### src/rtl/instr_fetch_queue.sv
// Instruction queue between I-cache fetch and decode: DEPTH-entry FIFO of {instr, pc} with flush.
// Optional macro IFQ_BYPASS_EN adds a combinational empty-queue bypass from in_* to out_*.
`ifndef WORD_LENGTH
`define WORD_LENGTH 32
`endif

module instr_fetch_queue #(
  parameter int DEPTH = 4,
  parameter int PTR_W = 2,
  parameter int W     = `WORD_LENGTH
) (
  input  logic             clk,
  input  logic             rst,
  input  logic             flush,
  input  logic             in_valid,
  input  logic [W-1:0]     in_instr,
  input  logic [W-1:0]     in_pc,
  output logic             in_ready,
  output logic             out_valid,
  output logic [W-1:0]     out_instr,
  output logic [W-1:0]     out_pc,
  input  logic             out_ready,
  output logic [PTR_W:0]   count
);

  typedef struct packed {
    logic [W-1:0] instr;
    logic [W-1:0] pc;
  } entry_t;

  localparam logic [PTR_W:0] FULL_COUNT = (PTR_W+1)'(DEPTH);

  entry_t             mem_q [DEPTH];
  entry_t             mem_d [DEPTH];
  logic [PTR_W-1:0]   wr_ptr_q, wr_ptr_d;
  logic [PTR_W-1:0]   rd_ptr_q, rd_ptr_d;
  logic [PTR_W:0]     count_q, count_d;

  logic full, empty, clear, bypass, push, pop;

  assign full  = (count_q == FULL_COUNT);
  assign empty = (count_q == '0);
  assign clear = rst | flush;

`ifdef IFQ_BYPASS_EN
  assign bypass = empty & in_valid & ~clear;
`else
  assign bypass = 1'b0;
`endif

  // A bypassed word that decode takes immediately never touches storage.
  assign push = in_valid & ~full & ~clear & ~(bypass & out_ready);
  assign pop  = ~empty & out_ready & ~clear;

  always_comb begin
    mem_d    = mem_q;
    wr_ptr_d = wr_ptr_q;
    rd_ptr_d = rd_ptr_q;
    count_d  = count_q;
    if (clear) begin
      wr_ptr_d = '0;
      rd_ptr_d = '0;
      count_d  = '0;
    end else begin
      if (push) begin
        mem_d[wr_ptr_q] = '{instr: in_instr, pc: in_pc};
        wr_ptr_d        = wr_ptr_q + PTR_W'(1);
      end
      if (pop) begin
        rd_ptr_d = rd_ptr_q + PTR_W'(1);
      end
      count_d = count_q + (PTR_W+1)'(push) - (PTR_W+1)'(pop);
    end
  end

  // NOTE: storage has no reset; only pointers and count define which entries are live.
  always_ff @(posedge clk) begin
    mem_q <= mem_d;
  end

  // NOTE: all state uses non-blocking assignments so every flop samples pre-edge values.
  always_ff @(posedge clk) begin
    if (rst) begin
      wr_ptr_q <= '0;
      rd_ptr_q <= '0;
      count_q  <= '0;
    end else begin
      wr_ptr_q <= wr_ptr_d;
      rd_ptr_q <= rd_ptr_d;
      count_q  <= count_d;
    end
  end

  // NOTE: every output path assigns both fields in all branches, so no latch is inferred.
  always_comb begin
    out_instr = '0;
    out_pc    = '0;
    if (bypass) begin
      out_instr = in_instr;
      out_pc    = in_pc;
    end else if (!empty) begin
      out_instr = mem_q[rd_ptr_q].instr;
      out_pc    = mem_q[rd_ptr_q].pc;
    end
  end

  assign in_ready  = ~full;
  assign out_valid = ~empty | bypass;
  assign count     = count_q;

endmodule

### config.mk
export PLATFORM = sky130hd
export DESIGN_NAME = instr_fetch_queue
export DESIGN_NICKNAME = d
export VERILOG_FILES = /design/src/rtl/instr_fetch_queue.sv
export SDC_FILE = /design/constraint.sdc
export NUM_CORES = 1
export LEC_CHECK = 0
export ABC_CLOCK_PERIOD_IN_PS = 3000
export BUFFER_PORTS_ARGS = -buffer_cell sky130_fd_sc_hd__buf_2
export CORE_MARGIN = 1
export CORE_UTILIZATION = 57
export DETAILED_ROUTE_END_ITERATION = 8
export HOLD_SLACK_MARGIN = 0.08
export PLACE_DENSITY = 0.79
export SLEW_MARGIN = 20
export SYNTH_ARGS = -nofsm -noshare
export SYNTH_HDL_FRONTEND = slang
export SYNTH_SLANG_ARGS = --single-unit
export TNS_END_PERCENT = 30
### constraint.sdc
create_clock -name clk -period 3 [get_ports clk]
set_input_delay 0.45 -clock clk [delete_from_list [all_inputs] [get_ports clk]]
set_output_delay 0.45 -clock clk [all_outputs]
set_load 0.03 [all_outputs]
== Yosys cells after proc, flatten, opt, wreduce, memory -nomap -nowiden ==
Index checks and enable logic that the tools add are counted.
Operators by class
  multiplexer cells: 8
  add/subtract/negate cells: 4
  magnitude comparators: 3
  equal/unequal tests: 1
  bitwise gates (word level): 10
  reductions and logical operators: 4
Operators with widths (count)
  $bwmux 256: 1
  $mux 64: 3
  $bmux 64 s2: 1
  $demux 64 s2: 1
  $mux 32: 2
  $ge 3x3->1 const B: 2
  $not 2->3: 2
  $add 2x1->2 const B: 2
  $and 1x1->1: 4
  $add 3x1->3: 1
  $eq 3x3->1 const B: 1
  $logic_not 3->1: 1
  $lt 3x1->1 const B: 1
  $not 1->1: 3
  $sub 3x1->3: 1
  $reduce_and 2->1: 1
  $reduce_or 2->1: 1
  $logic_and 1x1->1: 1
  $or 1x1->1: 1
Storage, ports and cells
  bits of input ports: 69
  register bits: 263
  output and inout port bits: 69

== Longest topological paths before layout ==
  word-level depth: 6
  gate-level depth with buffers: 10

== Worst setup path after synthesis ==
No wires, ideal clock.
  kind: register to register
  start point: register count_q[1] (netlist: count[1])
  end point: register mem_q[0] (netlist bit) (enable)
  library setup time: 429 ps
  slack: -215 ps
  arrival: 2786 ps
  cell stages (with the launch flop): 4
  period minus slack after synthesis: 3215 ps
  path buffers: 0
  required time: 2571 ps
  path through: dfxtp_1 or3b_1 and2_1 and3_1
Between the ends
  word-level cells in the longest chain between the ends: 5
Ends and longest elaborated chain
  from (decl): RTL line 37  | logic [PTR_W:0] count_q, count_d;
  from (signal assigned): RTL line 90  | count_q <= count_d;
  $eq 3x3->1: RTL line 41  | assign full = (count_q == FULL_COUNT);
  $not 1->1
  net in_ready: RTL line 18  | output logic in_ready,
  $and 1x1->1 (2 in a row): RTL line 52  | assign push = in_valid & ~full & ~clear & ~(bypass & out_ready);
  $reduce_and 2->1 (no line)
  to (signal assigned): RTL line 78  | mem_q <= mem_d;
  to (decl): RTL line 33  | entry_t mem_q [DEPTH];
The timed path passes the listed nets, and every way through them passes these cells.
A chain may end at the register's enable or synchronous reset.

== Worst setup path after layout ==
  start point: register rd_ptr_q[0]
  end point: output port out_pc[20]
Between the ends
  word-level cells in the longest chain between the ends: 5
Ends and longest elaborated chain
  from (decl): RTL line 36  | logic [PTR_W-1:0] rd_ptr_q, rd_ptr_d;
  from (signal assigned): RTL line 89  | rd_ptr_q <= rd_ptr_d;
  $not 2->3 (implied by the code): RTL line 103  | out_pc = mem_q[rd_ptr_q].pc;
  $bmux 64 s2: RTL line 103
  $mux 64 (implied by the code) (2 in a row): RTL line 103
  $mux 32: RTL line 101  | end else if (!empty) begin
  to (decl): RTL line 21  | output logic [W-1:0] out_pc,
No other way between the ends. The select of a mux whose other input is x is not followed.

==> impl.org <==
** Clock tree
- CTS tree :: built
- CTS resizes :: 0
- The clock drives 263 sinks.
- Clock-pin slew was measured on the worst setup and hold paths at 60 ps.
- Hold-fix buffer count after cts :: 0
- Number of buffers inserted by post-CTS setup repair :: 0
- Counting the buffers created by CTS gives 26.
- Total number of H-tree levels :: 1
- No sink is reached through more buffers than the 3 on the longest clock path.
- Clock latency on the worst-skew pair, taken at its later pin, is 510 ps.
- Cell at the root of the clock tree :: clkbuf_16

** Finish
- FILL cells :: 1128
- Relative to the synthesized area, the layout overhead comes to 18.0%.
- At the end of the flow the core is filled with cells to 0.688.
- The library cell used most frequently in the layout, excluding fill and tap cells, is edfxtp_1.
- The finished cells cover 11900 µm².
- Fraction of layout instances using a drive strength above 1 :: 0.409
- After the last flow step, the layout net total stands at 689.
- Registers take 7840 µm².
- Area of the multi-input gates :: 2130 µm²
- The top cell types in the final layout, fill and taps aside, are 256 x edfxtp_1, 137 x buf_2, 67 x and2_1, 64 x mux4_2, 27 x clkbuf_16.

** STA
- Setup violations remaining at the end of the flow were counted as 0.
- For the pin with the worst max-slew slack, the measured transition is 645 ps.
- The hold violation count in the final report is 0.
- In the finished design, the share of the clock period the worst path needs comes to 0.927.
- Post-layout min period :: 2780 ps
- Unrepaired setup endpoints after global routing :: false
- Measured against its own limit, the worst slew margin works out to 0.570.
- Worst hold margin :: 143 ps
- Static timing analysis puts the maximum clock frequency at 0.359 GHz.
- Clock skew on the completed layout was measured at 6.82 ps.
- Number of max-slew violations in the final report :: 0

** Synthesis
- The portion of synthesized area spent on multiplexers is 0.143.
- Synthesis produced a netlist whose cell count is 452.
- Total of flip-flops plus latches after synthesis :: 263
- Sequential-to-total area share from yosys stat :: 0.776
- The area fraction in compound gates after synthesis came to 0.00261.
- Share of the synthesized area in the top cell type :: 0.763
- Post-Synth Simple-Gate Area :: 0.0503
- Sorting the synthesized cells by area gives the leading types as edfxtp_1 76%, mux4_2 14%, and2_1 4.2%.
- Yosys cell types :: 22
- Of the total synthesized cell area, the portion taken by XOR and XNOR cells is 0.00348.
- Summed over all instances, the cell type with the most area after synthesis is edfxtp_1.
- The number of nets in the synthesized netlist is 528.
- Yosys warns :: 0
- Netlist area before placement :: 10100 µm²
- Synthesized area per cell :: 22.3 µm²
- Share of synthesized cell area in full adder, half adder and majority cells :: 0.00943
- After synthesis, the largest family of logic cells by area is multiplexers.

** Drt
- After the first detailed-routing iteration, the DRC count stood at 261.
- The count of nets left with antenna violations once routing finished came out at 0.
- Uppermost layer routed :: met4
- Met2 Wirelength :: 9.30 mm
- In the final routing, the length of wire on met1 measures 7.31 mm.
- DRC viols :: 0
- Met3 Routed Length :: 1.17 mm
- DR pass1 iterations :: 5
- After detailed routing, the number of vias per cell comes to 5.62.
- Summed over all layers, the routed wires come to 18.0 mm.
- Final routed wire length divided by cell count :: 21.0 µm
- The final route contains 4817 vias.

** Floorplanning
- For this configuration, the core starts out at a cell density of 0.583.
- Chip Width :: 135 µm
- The floorplan step defined a core boundary enclosing 17300 µm².
- Pin placement for this block handled 138 I/O pins.
- Placement Rows :: 48
- Die height :: 135 µm
- The die covers 18200 µm².

** Power and ir drop
- The completed layout was analyzed and its total power is 7.18 mW.
- Cell leakage power :: 4.13 nW
- VDD IR max :: 0.480 mV
- Sequential power share :: 0.568
- Clock network power share :: 0.398
- The share of total power dissipated in combinational logic is 0.033.
- In this run the power spent charging and discharging nets is 1.38 mW.
- Power spread over the standard cell area amounts to 604 nW/µm².
- Sw Share :: 0.193
- Internal power :: 5.79 mW

** Flow run
- Max-cap violations in this run came to 0.

** Global routing
- Across every metal layer, demand over resource in global routing totals 0.207.
- Leftover overflow at the end of global routing :: 0
- Maximum number of pins on one net before global-route repair :: 66
- The initial antenna violation count is 0.
- The number of global-route vias before repair was 5222.
- First-pass GRT wire length :: 28.0 mm

** Status
- The flow ran to the end, and the final reports show no timing, DRC or antenna violations.

** Worst setup path
- Counting cells, the worst reg-to-reg path comes to 10.
- The worst setup path is of the flip-flop to primary output kind.
- Worst R2R End :: count[2]$_SDFF_PP0_
- Worst Path Required :: 2550 ps
- The worst register-to-register path has a setup slack of 510 ps.
- For the worst setup path, the data arrival time is 2330 ps.
- Beginning of the worst register-to-register path :: count[2]$_SDFF_PP0_
- Worst setup EP type :: primary output
- STA classifies the critical path startpoint as a flip-flop.
- Largest fanout of any net on the critical path :: 21

** Place
- Post-DP HPWL :: 10.9 mm
- In this run the cell area measured after placement is 11100 µm².
- Port Buf Inserts :: 137
- Routability-driven placement finished with a final weighted congestion of 0.714.

** Min path
- Min-delay src :: in_pc[22]
- In this run the worst hold path is classified as input port to flip-flop.
- Along the worst hold path, the cell count comes to 1.
- Hold endpoint :: mem_q[150]$_DFFE_PP_
synth_stat cells (all sizes together):
cell type	number
nand2	3
o31ai	1
fa	1
edfxtp	256
mux4	64
nor3	4
buf	13
nand4	2
inv	5
clkbuf	9
and3	4
xnor2	2
ha	6
o311ai	1
or3b	1
nor2	1
xor2	2
dfxtp	7
and2	67
o21ai	2
or3	1
through the flow:
stage / setup TNS, ps / setup WS, ps / cells
after CTS: 0 / 62.3 / 856
after floorplan: -13720 / -214 / 452
final: 0 / 218 / 857
after detailed placement: 0 / 550 / 810
after global placement: 0 / 704 / 810
after global routing: 0 / 90.9 / 856
metal layers:
metal,vias to the layer above,track usage
met5,-,0
met4,0,0.0431
met3,21,0.0499
met2,151,0.353
met1,2475,0.275
li1,2170,-
worst max path at each step:
stage	start	end	slack, ps	cells past startpoint
final	rd_ptr_q[0]$_SDFFE_PP0P_	out_pc[20]	220	4
after global routing	rd_ptr_q[0]$_SDFFE_PP0P_	out_pc[20]	90	4
after CTS	count[1]$_SDFF_PP0_	out_instr[24]	60	3
after detailed placement	count[2]$_SDFF_PP0_	count[2]$_SDFF_PP0_	550	10
after global placement	count[1]$_SDFF_PP0_	out_instr[24]	700	3
after floorplan	count[1]$_SDFF_PP0_	mem_q[192]$_DFFE_PP_	-210	3
cell families (layout without fill, tap and decap cells):
family          count (synthesis)  in the layout
compound gates                  4              4
xor+xnor                        4              4
fa+ha+maj                       7              7
buf+inv                        27            206
flops                         263            263
mux                            64             64
other cells                     0              1
simple gates                   83             83
area by class of cell:
type                       count  share of cell area
sequential                   263               0.659
multi-input combinational    162               0.179
timing repair buffer         155              0.0732
clock buffer                  34              0.0590
tap                          225              0.0237
clock inverter                12             0.00431
inverter                       5             0.00158
antenna                        1            0.000210
worst max-delay path, cell delays in order (launching register included):
cell and delay (ps):
dfxtp_4 620, buf_12 270, mux4_2 550, and2_1 190, buf_2 180
state kept, by name, summed over array words and instances (netlist names):
signal and count:
rd_ptr_q 2, count 3, mem_q 256, wr_ptr_q 2
power by group through the flow:
stage / Clock (mW) / Sequential (mW) / Combinational [mW]
6_report: 2.86 / 4.08 / 0.239
5_1_grt: 3.05 / 4.08 / 0.260
4_1_cts: 2.93 / 4.08 / 0.242
3_5_place_dp: 0 / 4.16 / 0.240
3_3_place_gp: 0 / 4.15 / 0.228
2_1_floorplan: 0 / 4.16 / 0.115
No activity file was read; power rests on OpenSTA's default activity.
